--- config.mk ---
export PLATFORM = sky130hd
export DESIGN_NAME = ddr_ctrl_sim
export DESIGN_NICKNAME = d
export VERILOG_FILES = /design/src/rtl/ddr_ctrl_sim_pkg.sv /design/src/rtl/ddr_calib_emu.sv /design/src/rtl/ddr_ctrl_sim.sv
export SDC_FILE = /design/constraint.sdc
export NUM_CORES = 1
export LEC_CHECK = 0
export BUFFER_PORTS_ARGS = -buffer_cell sky130_fd_sc_hd__buf_2
export CORE_UTILIZATION = 53
export DETAILED_ROUTE_END_ITERATION = 7
export PLACE_DENSITY = 0.8
export SLEW_MARGIN = 20
export SYNTH_ARGS = -nofsm -noshare
export SYNTH_HDL_FRONTEND = slang
export SYNTH_SLANG_ARGS = --single-unit
--- constraint.sdc ---
create_clock -name ddr4_ui_clk -period 2.2 [get_ports ddr4_ui_clk]
set_input_delay 0.55 -clock ddr4_ui_clk [delete_from_list [all_inputs] [get_ports ddr4_ui_clk]]
set_output_delay 0.55 -clock ddr4_ui_clk [all_outputs]
set_load 0.1 [all_outputs]
--- src/rtl/ddr_ctrl_sim_pkg.sv ---
// ddr_ctrl_sim_pkg: register offsets, response codes, state enums and byte-strobe merge helper
package ddr_ctrl_sim_pkg;
  localparam logic [7:0] OFF_STATUS    = 8'h00;
  localparam logic [7:0] OFF_CTRL      = 8'h04;
  localparam logic [7:0] OFF_SCRATCH   = 8'h08;
  localparam logic [7:0] OFF_CALIB_CNT = 8'h0C;
  localparam logic [7:0] OFF_ECC_CNT   = 8'h10;
  localparam logic [1:0] RESP_OKAY     = 2'b00;
  localparam logic [1:0] RESP_SLVERR   = 2'b10;
  typedef enum logic [1:0] {IDLE, WR_RESP, RD_RESP} bus_state_e;
  typedef enum logic {CALIB, DONE} calib_state_e;
  function automatic logic [31:0] apply_strb(input logic [31:0] old_v, input logic [31:0] new_v,
                                             input logic [3:0] strb);
    logic [31:0] r;
    for (int i = 0; i < 4; i++) r[8*i +: 8] = strb[i] ? new_v[8*i +: 8] : old_v[8*i +: 8];
    return r;
  endfunction
endpackage

--- src/rtl/ddr_calib_emu.sv ---
// ddr_calib_emu: one channel's calibration FSM, saturating cycle counter and registered channel reset
module ddr_calib_emu
  import ddr_ctrl_sim_pkg::*;
#(
  parameter int CALIB_CYCLES = 1000
) (
  input  logic        clk_i,
  input  logic        rst_i,
  input  logic        recal_i,
  output logic        done_o,
  output logic        ch_rst_o,
  output logic [31:0] cnt_o
);
  localparam logic [20:0] TARGET = 21'(CALIB_CYCLES);
  calib_state_e state_q, state_d;
  logic [20:0] cnt_q, cnt_d;
  logic armed_q, ch_rst_q;
  // counting begins in the cycle after the release edge, so armed_q gates the first post-reset edge
  always_comb begin
    state_d = state_q;
    cnt_d = cnt_q;
    if (recal_i) begin
      state_d = CALIB;
      cnt_d = '0;
    end else if (state_q == CALIB && armed_q) begin
      cnt_d = (cnt_q == '1) ? cnt_q : cnt_q + 21'd1;
      state_d = (cnt_d >= TARGET) ? DONE : CALIB;
    end
  end
  always_ff @(posedge clk_i) begin
    if (rst_i) begin
      state_q <= CALIB;
      cnt_q <= '0;
      armed_q <= 1'b0;
      ch_rst_q <= 1'b1;
    end else begin
      state_q <= state_d;
      cnt_q <= cnt_d;
      armed_q <= 1'b1;
      ch_rst_q <= state_q != DONE;
    end
  end
  assign done_o = state_q == DONE;
  assign ch_rst_o = ch_rst_q;
  assign cnt_o = {11'b0, cnt_q};
endmodule

--- src/rtl/ddr_ctrl_sim.sv ---
// ddr_ctrl_sim: AXI-Lite register front end emulating NUM_CH DDR4 controller calibration channels
// Define DDR_CTRL_SIM_ECC_EN to add the ecc_err_pulse input and per-channel ECC_ERR_CNT at 0x10.
module ddr_ctrl_sim
  import ddr_ctrl_sim_pkg::*;
#(
  parameter int NUM_CH       = 4,
  parameter int CALIB_CYCLES = 1000,
  parameter int ADDR_WIDTH   = 32
) (
  input  logic                  ddr4_ui_clk,
  input  logic                  ddr4_ui_clk_sync_rst,
  input  logic [ADDR_WIDTH-1:0] s_axil_awaddr,
  input  logic                  s_axil_awvalid,
  output logic                  s_axil_awready,
  input  logic [31:0]           s_axil_wdata,
  input  logic [3:0]            s_axil_wstrb,
  input  logic                  s_axil_wvalid,
  output logic                  s_axil_wready,
  output logic [1:0]            s_axil_bresp,
  output logic                  s_axil_bvalid,
  input  logic                  s_axil_bready,
  input  logic [ADDR_WIDTH-1:0] s_axil_araddr,
  input  logic                  s_axil_arvalid,
  output logic                  s_axil_arready,
  output logic [31:0]           s_axil_rdata,
  output logic [1:0]            s_axil_rresp,
  output logic                  s_axil_rvalid,
  input  logic                  s_axil_rready,
  output logic [NUM_CH-1:0]     init_calib_complete,
  output logic [NUM_CH-1:0]     ch_rst
`ifdef DDR_CTRL_SIM_ECC_EN
  ,
  input  logic [NUM_CH-1:0]     ecc_err_pulse
`endif
);
  bus_state_e state_q, state_d;
  logic [1:0] bresp_q, bresp_d, rresp_q, rresp_d;
  logic [31:0] rdata_q, rdata_d, rd_word;
  logic [31:0] scratch [NUM_CH];
  logic [31:0] calib_cnt [NUM_CH];
  logic [31:0] ecc_cnt [NUM_CH];
  logic [NUM_CH-1:0] calib_done;
  logic [1:0] wr_ch, rd_ch;
  logic [7:0] wr_off, rd_off;
  logic wr_fire, rd_fire, wr_ok, rd_ok, rst;
  logic unused;
  assign rst = ddr4_ui_clk_sync_rst;
  assign unused = &{1'b0, s_axil_awaddr[ADDR_WIDTH-1:10], s_axil_araddr[ADDR_WIDTH-1:10]};
  assign {wr_ch, wr_off} = s_axil_awaddr[9:0];
  assign {rd_ch, rd_off} = s_axil_araddr[9:0];
  assign wr_ok = int'(wr_ch) < NUM_CH;
  assign rd_ok = int'(rd_ch) < NUM_CH;
  // write beats the read when both are pending in IDLE
  assign wr_fire = state_q == IDLE && s_axil_awvalid && s_axil_wvalid;
  assign rd_fire = state_q == IDLE && !(s_axil_awvalid && s_axil_wvalid) && s_axil_arvalid;
  always_comb begin
    rd_word = '0;
    for (int i = 0; i < NUM_CH; i++)
      if (rd_ch == 2'(i))
        rd_word = (rd_off == OFF_STATUS)    ? {31'b0, calib_done[i]} :
                  (rd_off == OFF_SCRATCH)   ? scratch[i] :
                  (rd_off == OFF_CALIB_CNT) ? calib_cnt[i] :
                  (rd_off == OFF_ECC_CNT)   ? ecc_cnt[i] : '0;
  end
  always_comb begin
    state_d = state_q;
    bresp_d = bresp_q;
    rresp_d = rresp_q;
    rdata_d = rdata_q;
    case (state_q)
      IDLE: begin
        if (wr_fire) begin
          state_d = WR_RESP;
          bresp_d = wr_ok ? RESP_OKAY : RESP_SLVERR;
        end else if (rd_fire) begin
          state_d = RD_RESP;
          rresp_d = rd_ok ? RESP_OKAY : RESP_SLVERR;
          rdata_d = rd_ok ? rd_word : '0;
        end
      end
      WR_RESP: state_d = s_axil_bready ? IDLE : WR_RESP;
      RD_RESP: state_d = s_axil_rready ? IDLE : RD_RESP;
      default: state_d = IDLE;
    endcase
  end
  always_ff @(posedge ddr4_ui_clk) begin
    if (rst) begin
      state_q <= IDLE;
      bresp_q <= '0;
      rresp_q <= '0;
      rdata_q <= '0;
    end else begin
      state_q <= state_d;
      bresp_q <= bresp_d;
      rresp_q <= rresp_d;
      rdata_q <= rdata_d;
    end
  end
  assign s_axil_awready = wr_fire && !rst;
  assign s_axil_wready = wr_fire && !rst;
  assign s_axil_arready = rd_fire && !rst;
  assign s_axil_bvalid = state_q == WR_RESP;
  assign s_axil_rvalid = state_q == RD_RESP;
  assign s_axil_bresp = bresp_q;
  assign s_axil_rresp = rresp_q;
  assign s_axil_rdata = rdata_q;
  assign init_calib_complete = calib_done;
  for (genvar g = 0; g < NUM_CH; g++) begin : g_ch
    logic wr_sel, recal;
    logic [31:0] scratch_q;
    assign wr_sel = wr_fire && wr_ch == 2'(g);
    assign recal = wr_sel && wr_off == OFF_CTRL && s_axil_wdata[0];
    always_ff @(posedge ddr4_ui_clk) begin
      if (rst) scratch_q <= '0;
      else if (wr_sel && wr_off == OFF_SCRATCH) scratch_q <= apply_strb(scratch_q, s_axil_wdata, s_axil_wstrb);
    end
    assign scratch[g] = scratch_q;
    ddr_calib_emu #(.CALIB_CYCLES(CALIB_CYCLES)) u_calib (
      .clk_i   (ddr4_ui_clk),
      .rst_i   (rst),
      .recal_i (recal),
      .done_o  (calib_done[g]),
      .ch_rst_o(ch_rst[g]),
      .cnt_o   (calib_cnt[g])
    );
`ifdef DDR_CTRL_SIM_ECC_EN
    logic [31:0] ecc_q;
    // a clearing write wins over the counter but still records a coincident pulse
    always_ff @(posedge ddr4_ui_clk) begin
      if (rst) ecc_q <= '0;
      else if (wr_sel && wr_off == OFF_ECC_CNT) ecc_q <= {31'b0, ecc_err_pulse[g]};
      else if (ecc_err_pulse[g] && ecc_q != '1) ecc_q <= ecc_q + 32'd1;
    end
    assign ecc_cnt[g] = ecc_q;
`else
    assign ecc_cnt[g] = '0;
`endif
  end
endmodule

After elaboration in Yosys (flattened, before gate mapping):

Cells that the tools add are included.

* equality and inequality tests: 17
* bitwise gates (word level): 5
* multiplexer cells: 30
* $add $sub $neg: 4
* reduce and logical (&&, ||, !) cells: 54
* order comparisons: 4

Operators with widths (number)
* 32-bit 2-to-1 mux: 12
* 21-bit 2-to-1 mux: 8
* 21-bit by 1-bit adder with 21-bit output, second input constant: 4
* 21-bit equality test, second input constant: 4
* 21-bit by 10-bit greater-or-equal comparator with 1-bit output, second input constant: 4
* 2-bit AND reduction: 16
* 1-bit logical AND: 27
* 8-bit by 4-bit equality test with 1-bit output, second input constant: 3
* 2-bit equality test, second input constant: 5
* 8-bit by 3-bit equality test with 1-bit output, second input constant: 1
* 8-bit logical NOT: 1
* 2-bit OR reduction: 4
* 2-bit by 1-bit equality test with 1-bit output, second input constant: 3
* 2-bit logical NOT: 3
* 1-bit 2-to-1 mux: 6
* 2-bit 2-to-1 mux: 3
* 2-bit one-hot mux with 3 select lines: 1
* 1-bit inverter: 5
* 3-bit inequality test, second input constant: 1
* 3-bit AND reduction: 1
* 1-bit logical NOT: 2

* logic and storage cells: 145
* input bits: 107
* output and inout bits: 49
* register bits: 255

Logic depth before layout (Yosys ltp):

Gate-level depths: netlist (run 1).

* word-level depth: 8
* mapped depth: 9
* depth with buffers taken out: 7

Modules after synthesis:

Synthesis (run 1) repeated with hierarchy kept, for this count alone.

* cell total of the unflattened synthesis: 1647
* area total of the unflattened synthesis: 14239.9 sq um

By module, submodules not included
* ddr_ctrl_sim: cells each 915, area each 7988.9 sq um, instances 1, sequential area each 3243.1 sq um
* ddr_calib_emu: cells each 183, area each 1562.7 sq um, instances 4, sequential area each 480.5 sq um

Worst setup path before layout (run 1):

No wires, ideal clock.

* path kind: input -> output
* from: in ddr4_ui_clk_sync_rst
* to: out s_axil_wready
* setup slack: -2823 ps
* stages: 4
* buffers on the path: 3
* arrival: 4473 ps
* data required time: 1650 ps
* cells stage by stage: clkbuf_1 -> clkbuf_1 -> nor4_1 -> buf_4

* cells in the longest elaborated chain, start to end: 2

Ends and longest elaborated chain
* from (decl): RTL line ddr_ctrl_sim.sv:11 `input logic ddr4_ui_clk_sync_rst,`
* 1-bit logical NOT
* 1-bit logical AND
* to (decl): RTL line ddr_ctrl_sim.sv:18 `output logic s_axil_wready,`

No other way between the ends.

Final worst setup path (run 1):

* from: reg state_q[0]
* to: out s_axil_arready

* cells in the longest elaborated chain, start to end: 4

Ends and longest elaborated chain
* from (decl): RTL line ddr_ctrl_sim.sv:36 `bus_state_e state_q, state_d;`
* from (signal assigned): RTL line ddr_ctrl_sim.sv:93 `state_q <= state_d;`
* 2-bit logical NOT: RTL line ddr_ctrl_sim.sv:55 `assign rd_fire = state_q == IDLE && !(s_axil_awvalid && s_axil_wvalid) && s_axil_arvalid;`
* 1-bit logical AND (2 in series): RTL line ddr_ctrl_sim.sv:55
* 1-bit logical AND: RTL line ddr_ctrl_sim.sv:101 `assign s_axil_arready = rd_fire && !rst;`
* to (decl): RTL line ddr_ctrl_sim.sv:24 `output logic s_axil_arready,`

No other way between the ends.

==> results.cfg, run 1 <==
[status]
violations = setup timing
status = complete, but fails checks

[global_route]
grt_pass1_wl_mm = 62.27
grt_util_all_layers_pct = 32.06
grt_max_degree = 144
grt_overflow_total = 0
grt_pass1_vias = 11920
antenna_found_initial = 1

[pwr]
peakVddDrop_v = 0.0005446
p_switching_mw = 2.405
switching_share_pct = 23.74
leakagePower_nw = 5.872
internal_power_mw = 7.726
power.density_nw_per_um2 = 633.4
p_clk_share_pct = 47.0
finalPower_mw = 10.13
power_frac_comb_pct = 7.0
p_seq_share_pct = 46.0

[worst_setup_path]
startpoint = state_q[0]$_SDFFE_PP0P_
critPathRequiredTime_ns = 1.65
worstPathArrival_ns = 1.67
rrSetupSlack_ns = -0.01
reg2reg_depth = 7
critPathCaptureType = primary output
worstSetupStartpointType = register
cp_max_fo = 4
r2r-start = g_ch[1].u_calib.cnt_q[4]$_SDFFE_PP0P_
worstReg2RegEnd = g_ch[1].u_calib.done_o$_SDFFE_PP0P_
path_class = register to primary output

[synth]
netlist_area_um2 = 12970
netlist.area_leader.share_pct = 39.35
synthTopCellsByArea = dfxtp_1 39%, nand2_1 7.6%, mux4_2 6.8%
yosys.area.top_type = dfxtp_1
synth.distinct_cells = 68
synth_common_cells = 263 x nand2_1, 255 x dfxtp_1, 148 x nor2_1, 145 x a21oi_1, 99 x clkbuf_1
synth.most_common_cell = nand2_1
syn_area_per_cell_um2 = 8.327
ys_ff_latch = 255
yosysSeqAreaShare_pct = 39.35
ys_async_sr_fraction_pct = 0
synth-main-ff-cell = dfxtp_1
ys_warn_count = 0
synth-edff-count = 0
syn_inst = 1558

[cells_and_area]
area_growth_pct = 23.29
num_antenna_cells = 0
drive_gt1_share_pct = 23.67
final_nets = 1859
regArea_um2 = 5115
utilization_pct = 67.34
fillers = 1823
post_layout_nonfiller_instances = 2085
design_area_um2 = 16000
multiInputGateArea_um2 = 7421

[clock_network]
cts_hold_buffers = 0
cts_tree = yes
clock_latency_ns = 0.56
clockBufferDepth = 3
cts-htree-levels = 1
cts.sinks = 255
clk_pin_slew_worst_paths_ns = 0.06
cts_buffers = 27
cts-root-buf = clkbuf_16

[drt]
num_vias = 12690
drc = 0
drtIter0Drc = 1274
ant_nets = 0
wl_mm = 40.27
wl_per_cell_um = 19.31
via_per_inst = 6.087
first_pass_iters = 5

[placement]
placed_cells = 2031
place_area_um2 = 14930
place.gp.congestion = 1.006
dp_hpwl_mm = 28.86
port-buffer-count = 107

[timing]
finClkSkew_ns = 0.02373
drv_slew = 0
finalCriticalPeriod_ns = 2.219
max_freq_ghz = 0.4507
slew_headroom_pct = 56.14
rsz0062_at_grt = true
setup_ws_ns = -0.01896
tns_ns = -0.02519
finalSetupViolations = 2
tightestPinTransition_ns = 0.6579
hold_violations = 0
post-route-period-util_pct = 100.9

[worst_hold_path]
hp-class = input port to register
min_to = state_q[1]$_SDFFE_PP0P_
worstHoldStart = s_axil_rready
hold_path_depth = 3

[floorplanning]
start_util_pct = 54.62
dieArea_um2 = 25110
floorplan.rows = 56
core_um2 = 23750
io_pins = 156
die_h_um = 158.5
die_w_um = 158.5

[flow_run]
maxCapViolations = 0
==> power by group through the flow <==
stage	Combinational [mW]	Sequential (mW)	Clock, mW
6_report	0.706	4.66	4.76
5_1_grt	0.742	4.66	4.96
4_1_cts	0.688	4.66	4.78
3_5_place_dp	0.676	4.76	0
3_3_place_gp	0.663	4.76	0
2_1_floorplan	0.378	4.77	0
==> repair_timing <==
action / in CTS / in global routing
endpoints found under the setup margin: 6 / 35
gates resized for setup: 6 / 16
cloned: 0 / 1
pin swaps: 2 / 5
setup buffers: 2 / 4
hold endpoints to repair: 0 / 0
==> flip-flops by register name (all words and copies together), names as in the netlist <==
| signal | flops |
|---|---|
| g_ch.scratch_q | 128 |
| g_ch.u_calib.done_o | 4 |
| s_axil_rdata | 32 |
| g_ch.u_calib.cnt_q | 84 |
| g_ch.u_calib.armed_q | 1 |
| g_ch.u_calib.ch_rst_o | 4 |
| state_q | 2 |
==> logic make-up (layout without fill, tap and decap cells) <==
kind of cell               Yosys count  after routing  share of synthesized area [%]
other                                1              4                        0.02890
xor gates and xnor gates            78             78                          5.266
muxes                              115            115                          12.71
DFF                                255            255                          39.35
adders and majority gates            4              4                         0.3858
buffers and inverters              141            346                          4.542
AOI/OAI and AO/OA                  282            282                          13.18
and+or+nand+nor                    682            682                          24.53
==> critical path, stage by stage, from the launching register on <==
cell and delay [ns]:
dfxtp_4 0.36, nor2_2 0.17, nand3_2 0.12, nor2_4 0.23, buf_12 0.21
==> metrics by stage <==
stage / hold slack, ns / setup WS, ns
6_report: 0.2595 / -0.01896
5_1_grt: 0.2624 / -0.09200
4_1_cts: 0.2508 / -0.02545
3_5_place_dp: 0.4431 / -0.1566
3_3_place_gp: 0.4344 / -0.1024
2_1_floorplan: 0.3883 / -0.5375
==> routing by layer <==
| layer | global-route usage (%) | vias up | wire [µm] | part of all wire, % |
|---|---|---|---|---|
| li1 | - | 5909 | - | - |
| met1 | 41.61 | 6067 | 16590 | 41 |
| met2 | 52.94 | 597 | 18570 | 46 |
| met3 | 4.818 | 116 | 3263 | 8.1 |
| met4 | 13.87 | 2 | 1833 | 4.6 |
| met5 | 0 | - | 9 | 0.022 |
==> worst max-delay path by stage <==
stage	end	slack, ns	cells after the start
floorplan	s_axil_wready	-0.54	4
global placement	s_axil_rdata[2]$_SDFFE_PP0P_	-0.10	8
detailed placement	g_ch[1].scratch_q[7]$_SDFFE_PP0P_	-0.16	10
finish	s_axil_arready	-0.02	4
global route	g_ch[1].u_calib.done_o$_SDFFE_PP0P_	-0.09	10
CTS	g_ch[1].u_calib.done_o$_SDFFE_PP0P_	-0.03	7
==> cell type report <==
type / count / share of cell area [%]
sequential: 255 / 31.98
tap: 319 / 2.495
timing repair buffer: 287 / 13.07
inverter: 12 / 0.2816
clock inverter: 9 / 0.8605
multi-input combinational: 1165 / 46.39
clock buffer: 38 / 4.920
==> placed cells by master, fill, tap and decap left out, drive strengths merged, types with 5 or more instances in the layout <==
master / instances
xor2: 29
a2bb2oi: 5
and2: 22
mux2: 8
buf: 285
nand2: 263
a31oi: 15
nor3: 35
a32oi: 5
a21oi: 146
dfxtp: 255
mux4: 39
nor2: 148
nand3: 88
and4: 14
clkbuf: 39
a211oi: 17
o211ai: 9
o22ai: 14
xnor2: 49
inv: 13
nor2b: 7
and3: 18
or3: 20
mux2i: 68
nand4: 36
o31ai: 5
nand2b: 5
nor4: 12
o21ai: 29
Power figures use the tool's default switching activity.
==> run 2, diff against run 1 <==
- CORE_MARGIN: unset -> 4
==> results.cfg, run 2 (synthesized netlist as in run 1, its figures left out) <==
[timing]
setup_ws_ns = -0.02499
finClkSkew_ns = 0.01274
finalSetupViolations = 1
hold_violations = 0
drv_slew = 0
tightestPinTransition_ns = 0.8910
hold_ws_ns = 0.2737
finalCriticalPeriod_ns = 2.225
slew_headroom_pct = 40.60
max_freq_ghz = 0.4494
rsz0062_at_grt = true
post-route-period-util_pct = 101.1
tns_ns = -0.02499

[clock_network]
clk_pin_slew_worst_paths_ns = 0.06
clockBufferDepth = 3
cts_buffers = 27
cts_tree = yes
cts_hold_buffers = 0
cts-root-buf = clkbuf_16
cts-htree-levels = 1
cts.sinks = 255
clock_latency_ns = 0.55

[cells_and_area]
final_nets = 1855
regMostFlops = g_ch.scratch_q
largest_reg_flops = 128
fillers = 1892
design_area_um2 = 15920
drive_gt1_share_pct = 23.27
final_cell_mix = 263 x nand2_1, 249 x dfxtp_1, 167 x buf_4
area_growth_pct = 22.69
final_common_cell = nand2_1

[placement]
dpl_worst_slack_ns = -0.1514
place_area_um2 = 14900
dp_hpwl_mm = 28.99
port-buffer-count = 107
place.gp.congestion = 0.9657

[pwr]
p_clk_share_pct = 45.4
power_frac_comb_pct = 7.0
p_switching_mw = 2.344
p_seq_share_pct = 47.5
switching_share_pct = 23.88
peakVddDrop_v = 0.0005690
power.density_nw_per_um2 = 616.6
internal_power_mw = 7.471
finalPower_mw = 9.815
leakagePower_nw = 5.855

[drt]
via_per_inst = 6.049
drtIter0Drc = 1124
wl_per_cell_um = 19.11
ant_nets = 0
num_vias = 12600
drc = 0
first_pass_iters = 7
wl_mm = 39.79

[floorplanning]
start_util_pct = 54.62
die_w_um = 164.5
core_um2 = 23750
floorplan.rows = 56
io_pins = 156
dieArea_um2 = 27050
die_h_um = 164.5

[worst_setup_path]
cp_max_fo = 4
worst-path-buf-inv = 1
cpPeakStageDelay_ns = 0.34
cp_slowest_cell = dfxtp_2
path_class = register to primary output
critPathRequiredTime_ns = 1.65
worstPathArrival_ns = 1.67
cp_top_family = simple AND/OR/NAND/NOR gates
worstSetupStartpointType = register
critPathCaptureType = primary output
path_cells = nor2_2 -> nand3_2 -> nor2_4 -> buf_12

[flow_run]
maxCapViolations = 0

[global_route]
grt_util_all_layers_pct = 28.78
grt_overflow_total = 0
grt_pass1_vias = 12100
grt_pass1_wl_mm = 62.73
grt_max_degree = 87
antenna_found_initial = 0

[status]
violations = setup timing
status = complete, but fails checks

[worst_hold_path]
hp-class = input port to register
[run 2: timing repair]
item / CTS / global route
buffers inserted: 1 / 5
hold endpoints to repair: 0 / 0
gates resized for setup: 4 / 18
pin swaps: 3 / 9
setup endpoints to repair: 6 / 17
[run 2: area by class of cell]
cell class	instances	area [µm²]	share of cell area, %
multi-input combinational	1165	7428	46.67
sequential	255	5117	32.15
timing repair buffer	283	2053	12.90
clock buffer	42	832.0	5.227
tap	319	399.1	2.507
inverter	12	45.04	0.2830
clock inverter	5	40.04	0.2515
antenna	1	2.502	0.01572
[run 2: routing by layer]
metal  vias to the layer above  share of wire (%)  track usage, %
met5                         -                  0               0
met4                         0                3.0           10.09
met3                        87                8.6           4.392
met2                       583                 47           48.00
met1                      6017                 41           38.30
li1                       5908                  -               -
[run 2: worst min-delay path, cell delays in order]
cell and delay [ns]:
buf_2 0.12, nand2_1 0.05, a21oi_1 0.05
[run 2: path summary, 6_finish.rpt]
check | start | to | slack [ns] | depth (start not counted)
worst min-delay path | s_axil_wdata[14] | g_ch[1].scratch_q[14]$_SDFFE_PP0P_ | 0.27 | 3
worst max register to register | g_ch[2].u_calib.cnt_q[1]$_SDFFE_PP0P_ | g_ch[2].u_calib.done_o$_SDFFE_PP0P_ | 0.08 | 7
worst max-delay path | state_q[1]$_SDFFE_PP0P_ | s_axil_arready | -0.02 | 4
worst min register to register | g_ch[0].scratch_q[7]$_SDFFE_PP0P_ | g_ch[0].scratch_q[7]$_SDFFE_PP0P_ | 0.45 | 2
[run 2: stage by stage]
stage          util (%)  instances
2_1_floorplan         -       1561
3_3_place_gp      62.75       2028
3_5_place_dp      62.75       2028
4_1_cts           66.52       2076
5_1_grt           67.00       2081
6_report          67.01       2082
[run 2: power by group through the flow]
| stage | Combinational (mW) | Sequential [mW] | Clock, mW |
|---|---|---|---|
| 3_3_place_gp | 0.654 | 4.76 | 0 |
| 4_1_cts | 0.671 | 4.66 | 4.50 |
| 2_1_floorplan | 0.378 | 4.77 | 0 |
| 6_report | 0.691 | 4.66 | 4.46 |
| 3_5_place_dp | 0.664 | 4.77 | 0 |
| 5_1_grt | 0.730 | 4.66 | 4.69 |
==> run 3, diff against run 2 <==
- CORE_UTILIZATION: 53 -> 60
- PLACE_DENSITY: 0.8 -> 0.85
- clock period: 2.2 -> 2.85 ns (I/O delays scaled with it)
==> results.cfg, run 3 (synthesized netlist as in run 1, its figures left out) <==
[timing]
hold_violations = 0
max_freq_ghz = 0.3917
finClkSkew_ns = 0.01561
slew_headroom_pct = 31.95
drv_slew = 0
tightestPinTransition_ns = 0.9950
hold_ws_ns = 0.4486
setup_ws_ns = 0.2973
finalSetupViolations = 0
rsz0062_at_grt = false
post-route-period-util_pct = 89.57
finalCriticalPeriod_ns = 2.553

[global_route]
grt_pass1_vias = 11520
grt_pass1_wl_mm = 59.40
grt_max_degree = 158
grt_util_all_layers_pct = 30.10
grt_overflow_total = 0
antenna_found_initial = 1

[placement]
place.gp.congestion = 0.9504
dpl_worst_slack_ns = 0.1452
dp_hpwl_mm = 26.30
port-buffer-count = 107
placed_cells = 1868

[drt]
wl_per_cell_um = 19.49
num_vias = 12130
ant_nets = 0
wl_mm = 37.34
drc = 0
wl_met2_mm = 17.39
top_layer = met5
wl_met1_mm = 14.65
via_per_inst = 6.332
dr_wl_met3_mm = 3.695
first_pass_iters = 5
drtIter0Drc = 1287

[cells_and_area]
drive_gt1_share_pct = 16.33
fillers = 1592
num_antenna_cells = 0
largest_reg_flops = 128
area_growth_pct = 14.10
post_layout_nonfiller_instances = 1916
final_common_cell = nand2_1
final_nets = 1733
multiInputGateArea_um2 = 7315
final_cell_mix = 263 x nand2_1, 255 x dfxtp_1, 147 x nor2_1
regArea_um2 = 5105
regMostFlops = g_ch.scratch_q

[clock_network]
clk_pin_slew_worst_paths_ns = 0.06
cts_hold_buffers = 0
cts_buffers = 27
cts_tree = yes
cts-root-buf = clkbuf_16
clock_latency_ns = 0.54
clockBufferDepth = 3
cts_resized = 0
cts.sinks = 255
cts-htree-levels = 1
post-cts-setup-buffers = 0

[pwr]
leakagePower_nw = 5.184
peakVddDrop_v = 0.0005298
finalPower_mw = 7.871
power.density_nw_per_um2 = 531.7

[floorplanning]
die_w_um = 155.0
io_pins = 156
start_util_pct = 61.33
core_um2 = 21150
dieArea_um2 = 24040
floorplan.rows = 53
die_h_um = 155.0

[worst_setup_path]
critPathCaptureType = primary output
cp_max_fo = 8
path_class = register to primary output
rrSetupSlack_ns = 0.30
worstPathArrival_ns = 1.84
critPathRequiredTime_ns = 2.14
worstSetupStartpointType = register

[worst_hold_path]
hp-class = input port to register

[status]
status = finished, final reports clean

[flow_run]
maxCapViolations = 0
run 3: cell types whose count changed in the layout (fill, tap and decap cells not counted), sizes merged:
| cell | before | now |
|---|---|---|
| bufinv | 0 | 6 |
| diode | 1 | 0 |
| clkinvlp | 0 | 2 |
| clkbuf | 43 | 32 |
| buf | 282 | 161 |
| clkinv | 4 | 7 |
run 3: final cells by class:
cell class                 instances  area share (%)
multi-input combinational       1165           49.41
timing repair buffer             161           6.982
clock buffer                      32           4.826
clock inverter                    16           1.665
sequential                       255           34.49
inverter                          12          0.3043
tap                              275           2.324
run 3: routing by layer:
| metal | up-vias | track usage (%) |
|---|---|---|
| li1 | 5651 | - |
| met1 | 5751 | 39.58 |
| met2 | 612 | 49.68 |
| met3 | 116 | 5.424 |
| met4 | 2 | 11.31 |
| met5 | - | 0 |
run 3: final timing paths:
| check | start | to | depth (start not counted) |
|---|---|---|---|
| max | state_q[0]$_SDFFE_PP0P_ | s_axil_arready | 4 |
| min | s_axil_wdata[25] | g_ch[0].scratch_q[25]$_SDFFE_PP0P_ | 3 |
| max reg2reg | g_ch[0].u_calib.cnt_q[0]$_SDFFE_PP0P_ | g_ch[0].u_calib.cnt_q[15]$_SDFFE_PP0P_ | 8 |
| min reg2reg | s_axil_rdata[2]$_SDFFE_PP0P_ | s_axil_rdata[2]$_SDFFE_PP0P_ | 2 |
run 3: where the power goes:
| group | internal (mW) | switching (mW) | leakage [nW] |
|---|---|---|---|
| Sequential | 3.58 | 0.0295 | 2.06 |
| Clock | 2.33 | 1.47 | 0.468 |
| Combinational | 0.142 | 0.319 | 2.66 |
run 3: metrics by stage:
stage	util, %	TNS [ns]	instance area (µm²)
6_report	69.98	0	14800
5_1_grt	69.98	0	14800
4_1_cts	69.98	0	14800
3_5_place_dp	65.43	0	13840
3_3_place_gp	65.43	0	13840
2_1_floorplan	-	-0.3880	13000
run 3: worst max-delay path: stages, from the launching register on:
cell and delay, ns:
dfxtp_1 0.39, nor2_1 0.21, nand3_1 0.14, nor2_2 0.34
buf_12 0.23
